===== src/rtl/dec_pp_accumulator_if.sv =====
// Handshake bundle between the multiple-generation stage, the partial-product
// accumulator and the product consumer.
interface dec_pp_accumulator_if #(
    parameter int NDIG = 4,
    parameter int NPP  = 4
);
    logic [4*(NDIG+1)-1:0]   pp_in;
    logic                    in_valid;
    logic                    in_ready;
    logic [4*(NDIG+NPP)-1:0] prod;
    logic                    out_valid;
    logic                    out_ready;

    modport master (
        output pp_in,
        output in_valid,
        output out_ready,
        input  in_ready,
        input  prod,
        input  out_valid
    );

    modport slave (
        input  pp_in,
        input  in_valid,
        input  out_ready,
        output in_ready,
        output prod,
        output out_valid
    );
endinterface


===== src/rtl/dec_pp_accumulator.sv =====
// Sequential decimal partial-product accumulator: sums NPP BCD-4221 partial
// products with weights 10^k and emits the exact product in BCD-8421.
module dec_pp_accumulator #(
    parameter int NDIG = 4,
    parameter int NPP  = 4
) (
    input  logic                 clk,
    input  logic                 rst,
    dec_pp_accumulator_if.slave  bus
);
    localparam int PPW   = 4*(NDIG+1);
    localparam int PW    = 4*(NDIG+NPP);
    localparam int ACC_W = $clog2(10**(NDIG+NPP));
    localparam int KW    = $clog2(NPP)+1;

    typedef enum logic [1:0] {ACC, CONV, OUT} state_t;

    state_t             state_q, state_d;
    logic [KW-1:0]      k_q, k_d;
    logic [ACC_W-1:0]   acc_q, acc_d;
    logic [PW-1:0]      prod_q, prod_d;

    // The running sum is kept in binary; every input is folded in exactly, so
    // the only decimal work left is a single binary-to-BCD pass in CONV.
    function automatic logic [ACC_W-1:0] pp_value(input logic [PPW-1:0] pp);
        logic [ACC_W-1:0] v;
        logic [3:0]       d;
        v = '0;
        for (int i = NDIG; i >= 0; i--) begin
            d = pp[4*i +: 4];
            v = v*ACC_W'(10) + ACC_W'({1'b0, d[3], 2'b00} + {2'b00, d[2], 1'b0}
                                    + {2'b00, d[1], 1'b0} + {3'b000, d[0]});
        end
        return v;
    endfunction

    function automatic logic [ACC_W-1:0] pow10(input logic [KW-1:0] k);
        logic [ACC_W-1:0] p;
        p = ACC_W'(1);
        for (int i = 0; i < NPP-1; i++) begin
            if (KW'(i) < k) begin
                p = p*ACC_W'(10);
            end
        end
        return p;
    endfunction

    function automatic logic [PW-1:0] bin2bcd(input logic [ACC_W-1:0] bin);
        logic [PW-1:0] b;
        b = '0;
        for (int i = ACC_W-1; i >= 0; i--) begin
            for (int j = 0; j < NDIG+NPP; j++) begin
                if (b[4*j +: 4] >= 4'd5) begin
                    b[4*j +: 4] = b[4*j +: 4] + 4'd3;
                end
            end
            b = {b[PW-2:0], bin[i]};
        end
        return b;
    endfunction

    always_comb begin
        state_d = state_q;
        k_d     = k_q;
        acc_d   = acc_q;
        prod_d  = prod_q;
        case (state_q)
            ACC: begin
                if (bus.in_valid) begin
                    acc_d = acc_q + pp_value(bus.pp_in)*pow10(k_q);
                    k_d   = k_q + KW'(1);
                    if (k_q == KW'(NPP-1)) begin
                        state_d = CONV;
                    end
                end
            end
            CONV: begin
                prod_d  = bin2bcd(acc_q);
                state_d = OUT;
            end
            OUT: begin
                if (bus.out_ready) begin
                    acc_d   = '0;
                    k_d     = '0;
                    state_d = ACC;
                end
            end
            default: state_d = ACC;
        endcase
    end

    always_ff @(posedge clk) begin
        if (rst) begin
            state_q <= ACC;
            k_q     <= '0;
            acc_q   <= '0;
            prod_q  <= '0;
        end else begin
            state_q <= state_d;
            k_q     <= k_d;
            acc_q   <= acc_d;
            prod_q  <= prod_d;
        end
    end

    assign bus.in_ready  = (state_q == ACC) && !rst;
    assign bus.out_valid = (state_q == OUT);
    assign bus.prod      = prod_q;
endmodule

===== src/flat_wrapper.sv =====
// flat-port wrapper written by rule: the top's interface ports become plain ports
module dec_pp_accumulator_flat 
#(
    parameter int NDIG = 4,
    parameter int NPP  = 4
)
  (clk, rst, bus_pp_in, bus_in_valid, bus_out_ready, bus_in_ready, bus_prod, bus_out_valid);
  dec_pp_accumulator_if #(.NDIG(NDIG), .NPP(NPP)) bus_i ();
  input  logic clk;
  input  logic rst;
  input wire logic [$bits(bus_i.pp_in)-1:0] bus_pp_in;
  input wire logic [$bits(bus_i.in_valid)-1:0] bus_in_valid;
  input wire logic [$bits(bus_i.out_ready)-1:0] bus_out_ready;
  output wire logic [$bits(bus_i.in_ready)-1:0] bus_in_ready;
  output wire logic [$bits(bus_i.prod)-1:0] bus_prod;
  output wire logic [$bits(bus_i.out_valid)-1:0] bus_out_valid;
  assign bus_i.pp_in = bus_pp_in;
  assign bus_i.in_valid = bus_in_valid;
  assign bus_i.out_ready = bus_out_ready;
  assign bus_in_ready = bus_i.in_ready;
  assign bus_prod = bus_i.prod;
  assign bus_out_valid = bus_i.out_valid;
  dec_pp_accumulator #(.NDIG(NDIG), .NPP(NPP)) u_core (.clk(clk), .rst(rst), .bus(bus_i));
endmodule

===== config.mk =====
export PLATFORM = sky130hd
export DESIGN_NAME = dec_pp_accumulator_flat
export DESIGN_NICKNAME = d
export VERILOG_FILES = /design/src/rtl/dec_pp_accumulator_if.sv /design/src/rtl/dec_pp_accumulator.sv /design/src/flat_wrapper.sv
export SDC_FILE = /design/constraint.sdc
export NUM_CORES = 1
export LEC_CHECK = 0
export ABC_AREA = 0
export CAP_MARGIN = 40
export CORE_AREA = 2 2 244 246
export CTS_CLUSTER_SIZE = 14
export DETAILED_ROUTE_END_ITERATION = 8
export DIE_AREA = 0 0 246 248
export DONT_BUFFER_PORTS = 1
export SLEW_MARGIN = 40
export SYNTH_ARGS = -nofsm -noshare
export SYNTH_HDL_FRONTEND = slang
export SYNTH_SLANG_ARGS = --single-unit

===== constraint.sdc =====
create_clock -name clk -period 30.2 [get_ports clk]
set_input_delay 6.04 -clock clk [delete_from_list [all_inputs] [get_ports clk]]
set_output_delay 6.04 -clock clk [all_outputs]
set_load 0.03 [all_outputs]

==> run_results.csv, run 1 <==
group,metric,value,unit
clock_tree,cts_root_buf,"clkbuf_16",
critical_path,critical_path_buf_inv_count,9,
floorplanning,boundaryPins,58,
layout,nets,4280,
drt,antenna_violating_nets_post_route,0,
critical_path,critical_path.top_delay_family,"compound AO/OA/AOI/OAI gates",
clock_tree,post_cts_resize_count,0,
clock_tree,hold_buffers,0,
placement,gpl.final_weighted_congestion,0.839,
logic_synthesis,yosysTopAreaCell,"fa_1",
clock_tree,cts_tree,"done",
drt,post-route-drc-count,0,
layout,layout_overhead_on_the_synthesized_area,3.66,%
floorplanning,chipHeight,248,microns
logic_synthesis,yosysUniqueCellTypes,156,
clock_tree,cts_sinks,64,
clock_tree,clock_path_buffers,2,
timing,timing.final.hold_violations,0,
timing,slew_violations,0,
critical_path,criticalPathCategory,"reg2reg",
logic_synthesis,synth_sequential_area_ratio,4.42,%
logic_synthesis,synth_area_per_cell,7.64,sq um
floorplanning,dieWidth,246,microns
drt,via_per_inst,5.75,
critical_path,path_common_cell,"ha_1",
logic_synthesis,synth-edff-count,0,
layout,layout.cells.most_common_list,"531 x inv_1, 332 x nand2_1, 309 x ha_1",
placement,dpl.hpwl,52000,microns
critical_path,end_kind,"register",
timing,setup-tns-final,0,ns
timing,slew-limit-headroom,41.3,%
placement,placed_cells_incl_taps,4503,
status,outcome,"completed",
grt,first_global_vias,23800,
clock_tree,number_of_cts_inserted_buffers,9,
floorplanning,initial_utilization,49.5,%
logic_synthesis,synth_ff_type,"dfxtp_1",
grt,grt_start_max_net_pins,69,
timing,fin_worst_skew,0.0162,ns
logic_synthesis,netlist_instances,3792,
grt,grt_first_pass_wirelength,109000,microns
worst_hold_path,hold_path_class,"reg2reg",
clock_tree,clock_tree.htree_level_count,3,
timing,worst-slew-pin-transition,0.879,ns
drt,detailroute.via_count,26000,
drt,drt_pre_antenna_iters,5,
critical_path,critical_path_peak_fanout,11,
clock_tree,post_cts.repair.setup_buffers,0,
placement,post_dp_cell_area,29700,sq um
layout,post_route_cells_drive_above_1_share,8.25,%
timing,setup_viol,0,
grt,track_usage,20.5,%
timing,min_period,22.31,ns
layout,final_design_area_no_fill,30000,sq um
drt,routed_wirelength,63300,microns
timing,finalHoldWorstSlack,0.521,ns
timing,min_period_over_period,73.9,%
logic_synthesis,synth-seq-cells,64,
floorplanning,floorplan.core_area,58500,sq um
timing,grt_setup_unrepaired,"false",
floorplanning,design.die.area,61000,sq um
logic_synthesis,netlist_top_cells_area,"fa_1 14%, ha_1 13%, inv_1 6.9%",
grt,antenna_found_initial,0,
critical_path,crit_path_start_kind,"register",
critical_path,worst_path_max_stage_delay,0.57,ns
critical_path,worst_path_max_delay_cell,"o32ai_1",
clock_tree,post_cts_clock_slew_at_the_launch_and_capture_registers_of_the_worst_setup_and_hold_paths,0.07,ns
timing,timing.fmax,0.0448,GHz
logic_synthesis,synthDominantCellAreaShare,14.2,%
layout,final_common_cell,"inv_1",
grt,globalRoute.totalOverflow,0,
logic_synthesis,synth_async_sr_flop_share,0,%
clock_tree,clock_latency_of_the_later_clocked_register_in_the_worst_skew_pair,0.37,ns
layout,number_of_standard_cells_in_the_layout_taps_in_and_fillers_out,4520,
layout,number_of_antenna_diodes,0,
logic_synthesis,ys.warnings.count,0,
placement,port-buffer-count,0,
critical_path,critPathArrivalTime,22.57,ns
floorplanning,rows,89,
drt,drt_iter0_markers,1321,
critical_path,crit_required,30.47,ns
job,timing.max_cap.violations,0,
logic_synthesis,mapped_cell_area,29000,sq um
drt,route.detailed.wl_per_inst,14.0,microns
[cell usage after synthesis (46+ instances only)]
cell type / n
inv_1: 531
nand2_1: 332
ha_1: 309
nor2_1: 254
a21oi_1: 208
fa_1: 205
o21ai_0: 123
xnor2_1: 105
nand3_1: 104
clkbuf_1: 81
nor3_1: 80
dfxtp_1: 64
o211ai_1: 58
xor2_1: 52
a211oi_1: 51
a21o_1: 48
a22oi_1: 47
and2_1: 46
nand2b_1: 46
o21bai_1: 46
[path summary, 6_finish.rpt]
| path | from | endpoint | slack [ns] | depth (start not counted) |
|---|---|---|---|---|
| min | u_core.acc_q[0] | u_core.bus.prod[0] | 0.52 | 2 |
| max reg2reg | u_core.acc_q[25] | u_core.bus.prod[11] | 7.89 | 98 |
| min reg2reg | u_core.acc_q[0] | u_core.bus.prod[0] | 0.52 | 2 |
| max | u_core.acc_q[25] | u_core.bus.prod[11] | 7.89 | 98 |
[kinds of logic (layout without fill, tap and decap cells)]
kind of cell | after synthesis | after routing | share of synthesized area (%)
other | 2 | 43 | 0.0259
and+or+nand+nor | 1138 | 1138 | 19.5
buffers and inverters | 687 | 601 | 9.30
muxes | 98 | 98 | 3.90
xor gates and xnor gates | 177 | 177 | 5.99
adders and majority gates | 514 | 514 | 27.5
AOI/OAI and AO/OA | 1112 | 1112 | 29.3
DFF | 64 | 64 | 4.42
[per-layer routing]
layer / global-route usage [%] / vias up / routed length (microns)
met1: 28.1 / 12200 / 31100
met5: 0 / - / 0
met4: 3.60 / 0 / 541
met3: 1.31 / 35 / 1240
met2: 35.7 / 310 / 30500
li1: - / 13400 / -
[sequential cells by signal (all words and copies together), names as in the netlist]
signal,count
u_core.acc_q,27
u_core.state_q,2
u_core.bus.prod,32
u_core.k_q,3
[per-stage QoR]
stage	utilization, %	worst slack, ns
3_5_place_dp	50.8	8.15
4_1_cts	51.3	8.10
6_report	51.4	7.89
5_1_grt	51.4	5.80
3_3_place_gp	50.7	8.61
2_1_floorplan	-	10.37
[worst register-to-register path: cells and delay by family (launching register included)]
kind / cells / cell delay, ns
AO/OA/AOI/OAI: 36 / 8.97
buffers and inverters: 9 / 0.65
XOR/XNOR: 1 / 0.36
adder cells (fa/ha/maj): 19 / 4.37
flip-flops: 1 / 0.54
multiplexers: 3 / 0.62
AND/OR/NAND/NOR: 30 / 6.71
[final cells by class]
class	count	area, sq um
clock buffer	9	225
clock inverter	7	103
fill	5745	28400
inverter	567	2130
multi-input combinational	3082	25200
sequential	64	1280
tap	773	967
timing repair buffer	18	131
Power of run 1 is not shown: default switching activity piles up to over one toggle a cycle in this logic, so the estimate is an artifact.
==> run 2, diff against run 1 <==
--- a/config.mk
+++ b/config.mk
@@ -12,6 +12,7 @@
 export DETAILED_ROUTE_END_ITERATION = 8
 export DIE_AREA = 0 0 246 248
 export DONT_BUFFER_PORTS = 1
+export PLACE_DENSITY = 0.67
 export SLEW_MARGIN = 40
 export SYNTH_ARGS = -nofsm -noshare
 export SYNTH_HDL_FRONTEND = slang
==> constraint.sdc (replaced) <==
create_clock -name clk -period 20 [get_ports clk]
set_input_delay 4 -clock clk [delete_from_list [all_inputs] [get_ports clk]]
set_output_delay 4 -clock clk [all_outputs]
set_load 0.03 [all_outputs]
==> run_results.csv, run 2 (synthesis gave the netlist of run 1 again) <==
group,metric,value,unit
grt,track_usage,20.3,%
clock_tree,post_cts_clock_slew_at_the_launch_and_capture_registers_of_the_worst_setup_and_hold_paths,0.07,ns
critical_path,timing.reg2reg.worst_path_depth,102,
critical_path,worst_r2r_endpoint,"u_core.bus.prod[11]",
layout,post_route_cells_drive_above_1_share,13.3,%
layout,layout.cells.most_common_list,"530 x inv_1, 329 x nand2_1, 291 x ha_1",
drt,via_per_inst,5.80,
layout,final_common_cell,"inv_1",
clock_tree,clock_path_buffers,2,
grt,globalRoute.totalOverflow,0,
critical_path,critical_path_buf_inv_count,17,
critical_path,reg2reg_slack,0.69,ns
critical_path,worst_path_max_stage_delay,0.55,ns
timing,setup_slack,0.687,ns
drt,drt_iter0_markers,1401,
grt,grt_start_max_net_pins,69,
worst_hold_path,whs_path_depth,2,
timing,min_period_over_period,96.6,%
layout,number_of_antenna_diodes,0,
timing,slew-limit-headroom,38.7,%
drt,route.detailed.wl_per_inst,14.0,microns
critical_path,critical_path_peak_fanout,8,
layout,final-seq-area,1280,sq um
job,timing.max_cap.violations,0,
layout,multiInputGateArea,25900,sq um
timing,fin_worst_skew,0.0158,ns
drt,drt_pre_antenna_iters,8,
clock_tree,clock_latency_of_the_later_clocked_register_in_the_worst_skew_pair,0.37,ns
critical_path,crit_path_start_kind,"register",
clock_tree,cts_tree,"done",
critical_path,critPathArrivalTime,19.59,ns
worst_hold_path,hold_end,"u_core.bus.prod[0]",
critical_path,end_kind,"register",
layout,number_of_flip_flops_in_the_largest_register,32,
floorplanning,rows,89,
floorplanning,floorplan.core_area,58500,sq um
timing,grt_setup_unrepaired,"true",
placement,gpl.final_weighted_congestion,0.858,
timing,timing.fmax,0.0518,GHz
timing,timing.final.hold_violations,0,
layout,fin_util,53.8,%
floorplanning,chipHeight,248,microns
timing,worst-slew-pin-transition,0.919,ns
floorplanning,design.die.area,61000,sq um
status,outcome,"completed",
clock_tree,hold_buffers,0,
layout,nets,4380,
clock_tree,number_of_cts_inserted_buffers,9,
floorplanning,dieWidth,246,microns
placement,port-buffer-count,0,
critical_path,r2r-start,"u_core.acc_q[25]",
critical_path,worst_path_max_delay_cell,"or4_1",
layout,nFillCells,5457,
critical_path,critical_path.top_delay_family,"compound AO/OA/AOI/OAI gates",
grt,antenna_found_initial,0,
timing,finalHoldWorstSlack,0.493,ns
placement,pre_cts_ws,-0.550,ns
grt,grt_first_pass_wirelength,109000,microns
worst_hold_path,hold_path_class,"reg2reg",
clock_tree,clock_tree.htree_level_count,3,
placement,dpl.hpwl,50800,microns
critical_path,criticalPathCategory,"reg2reg",
clock_tree,cts_root_buf,"clkbuf_16",
timing,setup-tns-final,0,ns
timing,setup_viol,0,
critical_path,crit_required,20.27,ns
drt,detailroute.via_count,26800,
timing,slew_violations,0,
drt,post-route-drc-count,0,
clock_tree,cts_sinks,64,
floorplanning,boundaryPins,58,
timing,min_period,19.31,ns
drt,routed_wirelength,64900,microns
floorplanning,initial_utilization,49.5,%
drt,antenna_violating_nets_post_route,0,
layout,layout_overhead_on_the_synthesized_area,8.64,%
worst_hold_path,hp-start,"u_core.acc_q[0]",
grt,first_global_vias,24300,
[run 2: cell count changes in the layout (fill, tap and decap cells not counted), sizes merged]
cell / change
clkbuf: -1
inv: -1
bufinv: -1
clkinvlp: +2
buf: +101
[run 2: worst reg2reg max path: cells and delay by family, from the launching register on]
family                     cells  cell delay, ns
and+or+nand+nor               24            5.01
AOI/OAI and AO/OA             39            7.80
DFF                            1            0.33
buffers and inverters         17            1.68
adders and majority gates     18            3.72
muxes                          3            0.63
xor gates and xnor gates       1            0.08
[run 2: how the worst max path moves through the flow]
stage,start,to,depth (start not counted)
finish,u_core.acc_q[25],u_core.bus.prod[11],102
detailed placement,u_core.acc_q[25],u_core.bus.prod[11],103
CTS,u_core.acc_q[25],u_core.bus.prod[11],103
global placement,u_core.acc_q[25],u_core.bus.prod[11],101
global route,u_core.acc_q[25],u_core.bus.prod[11],102
floorplan,u_core.acc_q[25],u_core.bus.prod[11],104
[run 2: metal layers]
metal	up-vias	global-route usage, %	wire length (microns)
li1	13600	-	-
met1	12600	27.5	30700
met2	494	35.4	31500
met3	63	1.51	1860
met4	0	3.96	883
met5	-	0	0
[run 2: layout make-up]
| type | count | area share (%) |
|---|---|---|
| Clock buffer | 9 | 0.716 |
| Clock inverter | 7 | 0.227 |
| Inverter | 567 | 6.78 |
| Multi-Input combinational cell | 3082 | 82.3 |
| Sequential cell | 64 | 4.07 |
| Tap cell | 773 | 3.07 |
| Timing Repair Buffer | 118 | 2.83 |
[run 2: metrics by stage]
stage,instance area (sq um),cells
5_1_grt,31500,4620
3_5_place_dp,29900,4534
3_3_place_gp,29900,4534
6_report,31500,4620
4_1_cts,30300,4551
2_1_floorplan,29100,3833
[run 2: repair_timing]
item / in CTS / in global routing
resized for setup: 18 / 122
buffers inserted: 1 / 69
pin swaps: 1 / 67
setup endpoints to repair: 21 / 27
Power of run 2 is left out for the same reason.
==> run 3, diff against run 2 <==
--- a/config.mk
+++ b/config.mk
@@ -8,6 +8,7 @@
 export ABC_AREA = 0
 export CAP_MARGIN = 40
 export CORE_AREA = 2 2 244 246
+export CTS_CLUSTER_DIAMETER = 100
 export CTS_CLUSTER_SIZE = 14
 export DETAILED_ROUTE_END_ITERATION = 8
 export DIE_AREA = 0 0 246 248
==> results of run 3 <==
Same layout as run 2: the final DEF is identical, and so are final timing and power.
Power of run 3 is left out for the same reason.
